## config.mk

```make
export PLATFORM = sky130hd
export DESIGN_NAME = register_file
export DESIGN_NICKNAME = d
export VERILOG_FILES = /design/src/rtl/regf_pkg.sv /design/src/rtl/regf_read_port.sv /design/src/rtl/register_file.sv
export SDC_FILE = /design/constraint.sdc
export NUM_CORES = 2
export LEC_CHECK = 0
export ABC_CLOCK_PERIOD_IN_PS = 35400
export CORE_MARGIN = 2
export CORE_UTILIZATION = 45
export CTS_CLUSTER_DIAMETER = 200
export DETAILED_ROUTE_END_ITERATION = 10
export PLACE_DENSITY_LB_ADDON = 0.1
export SETUP_SLACK_MARGIN = 0.05
export SYNTH_ARGS = -nofsm -noshare
export SYNTH_HDL_FRONTEND = slang
export SYNTH_SLANG_ARGS = --single-unit
```

## constraint.sdc

```tcl
create_clock -name clk -period 35.4 [get_ports clk]
set_clock_uncertainty 0.05 [all_clocks]
set_input_delay 7.08 -clock clk [delete_from_list [all_inputs] [get_ports clk]]
set_output_delay 7.08 -clock clk [all_outputs]
set_load 0.02 [all_outputs]
```

## src/rtl/regf_pkg.sv

```systemverilog
// Shared constants and types for the 32 x 32 register file.
// Imported by register_file, regf_read_port and the bench.
package regf_pkg;

   localparam int DATA_W   = 32;
   localparam int ADDR_W   = 5;
   localparam int REG_ZERO = 0;

   typedef logic [ADDR_W-1:0] regf_addr_t;
   typedef logic [DATA_W-1:0] regf_data_t;

endpackage

```

## src/rtl/regf_read_port.sv

```systemverilog
// One combinational read port: array mux, zero-register forcing
// and, with REGF_BYPASS_EN defined, same-cycle write forwarding.
module regf_read_port #(
   parameter int DATA_W = 32,
   parameter int ADDR_W = 5,
   parameter int DEPTH  = 2**ADDR_W
) (
   input  logic [DATA_W-1:0] i_regs [DEPTH],
   input  logic [ADDR_W-1:0] i_addr,
`ifdef REGF_BYPASS_EN
   input  logic              i_wen,
   input  logic [ADDR_W-1:0] i_waddr,
   input  logic [DATA_W-1:0] i_wdata,
`endif
   output logic [DATA_W-1:0] o_data
);

   import regf_pkg::*;

   logic w_is_zero;

   assign w_is_zero = (i_addr == ADDR_W'(REG_ZERO));

   // Select stored value, optionally forward the pending write,
   // and let the zero register override everything.
   always_comb begin
      o_data = i_regs[i_addr];
`ifdef REGF_BYPASS_EN
      if (i_wen && (i_waddr == i_addr)) begin
         o_data = i_wdata;
      end
`endif
      if (w_is_zero) begin
         o_data = '0;
      end
   end

endmodule

```

## src/rtl/register_file.sv

```systemverilog
// 32-entry register file, two async read ports, one sync write port.
// Optional write-to-read forwarding when REGF_BYPASS_EN is defined.
module register_file #(
   parameter int DATA_W = regf_pkg::DATA_W,
   parameter int ADDR_W = regf_pkg::ADDR_W,
   parameter int DEPTH  = 2**ADDR_W
) (
   input  logic              clk,
   input  logic              rst,
   input  logic              sel,
   input  logic [ADDR_W-1:0] waddr,
   input  logic [DATA_W-1:0] wdata,
   input  logic [ADDR_W-1:0] addr1,
   output logic [DATA_W-1:0] y1,
   input  logic [ADDR_W-1:0] addr2,
   output logic [DATA_W-1:0] y2
);

   import regf_pkg::*;

   logic [DATA_W-1:0] r_regs [DEPTH];

`ifdef REGF_BYPASS_EN
   logic w_fwd_en;

   // Forward only writes that will really land: not during reset,
   // never to the zero register.
   assign w_fwd_en = sel && !rst
                   && (waddr != ADDR_W'(REG_ZERO));
`endif

   // Clear everything on reset; commit writes except to register 0.
   always_ff @(posedge clk or posedge rst) begin
      if (rst) begin
         for (int i = 0; i < DEPTH; i++) begin
            r_regs[i] <= '0;
         end
      end else if (sel && (waddr != ADDR_W'(REG_ZERO))) begin
         r_regs[waddr] <= wdata;
      end
   end

   regf_read_port #(
      .DATA_W (DATA_W),
      .ADDR_W (ADDR_W),
      .DEPTH  (DEPTH)
   ) u_rd1 (
      .i_regs  (r_regs),
      .i_addr  (addr1),
`ifdef REGF_BYPASS_EN
      .i_wen   (w_fwd_en),
      .i_waddr (waddr),
      .i_wdata (wdata),
`endif
      .o_data  (y1)
   );

   regf_read_port #(
      .DATA_W (DATA_W),
      .ADDR_W (ADDR_W),
      .DEPTH  (DEPTH)
   ) u_rd2 (
      .i_regs  (r_regs),
      .i_addr  (addr2),
`ifdef REGF_BYPASS_EN
      .i_wen   (w_fwd_en),
      .i_waddr (waddr),
      .i_wdata (wdata),
`endif
      .o_data  (y2)
   );

endmodule

```

Word level (Yosys, flattened, before mapping)
Index checks and enable logic that the tools add are counted.
{ "totals": {"regBits": 1024, "wordCells": 55, "output_inout_bits": 64, "inputBits": 50} }
{ "op_classes": {"reduce_logical": 5, "n_lt_le_gt_ge": 4, "bitwise": 3, "n_mux": 11} }
{ "op_table": {"columns": ["operator", "n"], "rows": [
  ["bitwise mux 1024 bit", 1],
  ["binary-select mux 32 bit (select 5 bit)", 2],
  ["two-way mux 32 bit", 7],
  ["demux 32 bit (select 5 bit)", 1],
  [">= comparator 6 bit (second input constant)", 3],
  ["NOT 5 -> 6 bit", 3],
  ["zero test 5 bit", 2],
  ["less-than comparator 6 x 1 -> 1 bit (second input constant)", 1],
  ["nonzero test 5 bit", 1],
  ["logical AND 1 bit", 2]
]} }

Depth between registers and ports, before layout
{ "depth": {"ltp_word": 6, "depth_mapped": 9, "mapped_depth_nobuf": 4} }

Modules after synthesis
From an unflattened synthesis, not the netlist that was laid out.
{ "hier_totals": {"cells_unflattened": 3616, "area_unflattened_um2": 54813.8} }
{ "modules_own_cells": {"columns": ["module", "area_each_um2", "cells_each", "n_inst"], "rows": [
  ["register_file", 38077.8, 2288, 1],
  ["regf_read_port", 8368.0, 664, 2]
]} }

Least setup slack after synthesis
Ideal clock, no wire load.
{ "synth_path": {"kind": "input -> output", "start": "input port addr2[0]", "end": "output port y2[14]", "path_stages": 7, "required_ns": 28.270, "arrival_ns": 8.752, "setup_slack_ns": 19.518, "path_cell_list": "buf_2 inv_1 buf_2 buf_2 clkbuf_1 o2111ai_1 a311oi_1"} }
{ "synth_via": {"elab_chain_len": 5} }
{ "synth_lines": {"columns": ["item", "line", "source"], "rows": [
  ["start, declared", "register_file.sv:15", "input logic [ADDR_W-1:0] addr2,"],
  ["NOT 5 -> 6 bit (implied by the code)", "regf_read_port.sv:27", "o_data = i_regs[i_addr];"],
  ["binary-select mux 32 bit (select 5 bit)", "regf_read_port.sv:27", null],
  ["two-way mux 32 bit (implied by the code) (2 in a row)", "regf_read_port.sv:27", null],
  ["two-way mux 32 bit (*)", "regf_read_port.sv:33", "if (w_is_zero) begin"],
  ["end, declared", "register_file.sv:16", "output logic [DATA_W-1:0] y2"]
]} }
Mark *: on every way between the ends. The rest lies on a longest branch, timed or not. The select of a mux whose other input is x is not followed.

Worst setup path in the final report
{ "layout_path": {"start": "input port addr1[0]", "end": "output port y1[14]"} }
{ "layout_via": {"elab_chain_len": 5} }
{ "layout_lines": {"columns": ["item", "line", "source"], "rows": [
  ["start, declared", "register_file.sv:13", "input logic [ADDR_W-1:0] addr1,"],
  ["NOT 5 -> 6 bit (implied by the code)", "regf_read_port.sv:27", null],
  ["binary-select mux 32 bit (select 5 bit)", "regf_read_port.sv:27", null],
  ["two-way mux 32 bit (implied by the code) (2 in a row)", "regf_read_port.sv:27", null],
  ["two-way mux 32 bit (*)", "regf_read_port.sv:33", null],
  ["end, declared", "register_file.sv:14", "output logic [DATA_W-1:0] y1,"]
]} }
Marks and branches as above.

==> impl_metrics.env <==
export IMPL_run_status="complete, no violations"
export IMPL_cpMaxStageDelayCell="buf_4"
export IMPL_peakVddDrop_uv=39.4
export IMPL_numCtsBuffers=116
export IMPL_vias=35355
export IMPL_regMostFlops="r_regs"
export IMPL_setup_ws_ns=16.81
export IMPL_synth_seq_cells=1024
export IMPL_clock_path_buffers=3
export IMPL_tns_ns=0
export IMPL_mappedNetlistArea_um2=54400
export IMPL_maxSlewHeadroom_pct=22.6
export IMPL_p_per_area_nw_per_um2=58.6
export IMPL_synth_seq_area_share_pct=47.1
export IMPL_power_mw=3.54
export IMPL_cp_max_fo=58
export IMPL_synth_area_per_cell_um2=15.2
export IMPL_grt_setup_unrepaired="false"
export IMPL_crit_type="in2out"
export IMPL_place_port_buffers=113
export IMPL_multi_input_area_um2=26900
export IMPL_viasPerCell=6.82
export IMPL_overflow=0
export IMPL_nFillCells=9979
export IMPL_path_cells="buf_8 > buf_4 > buf_4 > mux4_2 > mux2i_1 > a221o_1 > a31oi_1 > clkdlybuf4s50_1"
export IMPL_rows=127
export IMPL_synthCells=3580
export IMPL_cts_root_buf="clkbuf_16"
export IMPL_drive_gt1_share_pct=50.4
export IMPL_synth_top_area_share_pct=47.1
export IMPL_fmax_ghz=0.0538
export IMPL_grt_pass1_wl_mm=272
export IMPL_hp_class="reg2reg"
export IMPL_synth_xor_area_share_pct=0
export IMPL_leakage_nw=25.7
export IMPL_die_h_um=352
export IMPL_syn_nets=3630
export IMPL_pre_cts_ws_ns=16.73
export IMPL_period_needed_ns=18.59
export IMPL_max_cap_violations=0
export IMPL_drtIter0Drc=3581
export IMPL_crit_path_start_kind="input pin"
export IMPL_cpPeakStageDelay_ns=0.96
export IMPL_insertedDiodeCount=0
export IMPL_period_share_pct=52.5
export IMPL_crit_required_ns=28.27
export IMPL_first_pass_iters=8
export IMPL_initial_core_util_pct=45.4
export IMPL_hpwl_mm=102
export IMPL_gp_congestion=0.820
export IMPL_grt_usage_pct=30.8
export IMPL_slew_violations=0
export IMPL_top_regs="r_regs: 1024 flops"
export IMPL_cts_resized=0
export IMPL_worst_pin_slew_ns=1.16
export IMPL_grt_max_degree=168
export IMPL_synth_compound_area_share_pct=4.55
export IMPL_antenna_found_initial=10
export IMPL_nets=3528
export IMPL_synth_adder_area_share_pct=0
export IMPL_end_kind="primary output"
export IMPL_io_pin_count=114
export IMPL_wl_per_cell_um=36.5
export IMPL_clock_latency_ns=0.72
export IMPL_die_x_um=352
export IMPL_route_detailed_drc=0
export IMPL_postCtsSetupBuffers=0
export IMPL_synth_warning_count=0
export IMPL_ant_nets=0
export IMPL_startpoint="addr1[0]"
export IMPL_r2r_start="r_regs[325]$_DFFE_PP0P_"
export IMPL_synth_largest_area_cell="dfrtp_1"
export IMPL_cts_tree="built"
export IMPL_h_tree_depth=3
export IMPL_synth_top_family_by_area="multiplexers"
export IMPL_grt_pass1_vias=36967
export IMPL_cpMostUsedCell="buf_4"
export IMPL_area_delta_synth_final_pct=11.1
export IMPL_synth_cell_type_count=35
export IMPL_core_area_um2=120000
export IMPL_seqCellArea_um2=25600
export IMPL_dieArea_um2=124000
export IMPL_setup_viol=0
export IMPL_synth_mux_area_fraction_pct=43.3
export IMPL_hold_start="r_regs[1005]$_DFFE_PP0P_"
export IMPL_clock_sinks=1024
export IMPL_ctsHoldBuffers=0
export IMPL_most_common_layout_cells="mux2_2 (1024), dfrtp_1 (1024), mux4_2 (448)"
export IMPL_synthSimpleGateAreaFrac_pct=1.22
export IMPL_netlist_top_cells_area="dfrtp_1 (47%), mux2_2 (21%), mux4_2 (19%), mux2i_1 (3.5%), clkbuf_1 (1.5%)"
export IMPL_hold_viol=0
export IMPL_crit_arrival_ns=11.46
export IMPL_clk_pin_slew_ns=0.06
export IMPL_routed_wl_mm=189
export IMPL_largest_reg_flops=1024
[cell usage after synthesis (all sizes together)]
master      n
a31oi      32
a311oi     32
or2         2
dfrtp    1024
and2        2
or3b        1
inv         3
mux2i     192
a22oi      64
and3b       2
mux2     1024
nand3       2
nand2      52
nand3b      4
nand2b      1
a221o      32
nor3b       4
o2111ai    18
nor2       24
o21ai      78
mux4      448
a221oi     46
buf       202
clkbuf    219
a211oi     32
nor3        1
or4         1
nor2b      37
and3        1
[layout make-up]
| cell class | count | area share (%) |
|---|---|---|
| repair buffers | 201 | 3.03 |
| clock buffers | 180 | 5.79 |
| flip-flops and latches | 1024 | 42.4 |
| inverters | 3 | 0.0311 |
| multi-input cells | 2132 | 44.6 |
| well taps | 1612 | 3.34 |
| clock inverters | 32 | 0.788 |
[cell families (layout without fill, tap and decap cells)]
family | Yosys count | in the layout
mux | 1664 | 1664
flops | 1024 | 1024
buf+inv | 424 | 416
compound gates | 334 | 334
simple gates | 134 | 134
[power by group]
part / internal, mW / switching [mW] / total (mW)
clock network: 0.760 / 0.501 / 1.26
registers: 1.39 / 0.174 / 1.57
logic: 0.415 / 0.294 / 0.710
total: 2.57 / 0.969 / 3.54
[metrics by stage]
step | util (%) | area [um^2] | hold slack [ns] | std cells
after floorplan | - | 54400 | 0.391 | 3580
after global placement | 47.1 | 56400 | 0.328 | 4972
after detailed placement | 47.1 | 56400 | 0.332 | 4972
after CTS | 50.4 | 60400 | 0.346 | 5184
after global routing | 50.4 | 60400 | 0.359 | 5184
final | 50.4 | 60400 | 0.343 | 5184
[worst max-delay path: cells and delay by family]
| kind | cells | cell delay, ns |
|---|---|---|
| buf+inv | 4 | 2.95 |
| compound gates | 2 | 0.75 |
| mux | 2 | 0.52 |
[per-layer routing]
layer,global-route usage (%),up-vias,share of wire (%),wire length [um]
li1,-,13717,-,-
met5,0,-,0.031,58
met4,10.0,10,3.3,6270
met2,47.0,1705,45,85700
met1,43.7,19544,42,80100
met3,7.34,379,8.9,16900
[final timing paths]
check	to	slack, ns	cells after the start
setup / recovery	y1[14]	16.81	8
hold / removal	r_regs[1005]$_DFFE_PP0P_	0.34	0
setup reg to reg	r_regs[325]$_DFFE_PP0P_	34.54	1
hold reg to reg	r_regs[1005]$_DFFE_PP0P_	0.34	0
max in group asynchronous	r_regs[700]$_DFFE_PP0P_	25.02	5
min in group asynchronous	r_regs[128]$_DFFE_PP0P_	6.77	2
Note: power is estimated with default switching activity, not from simulation.
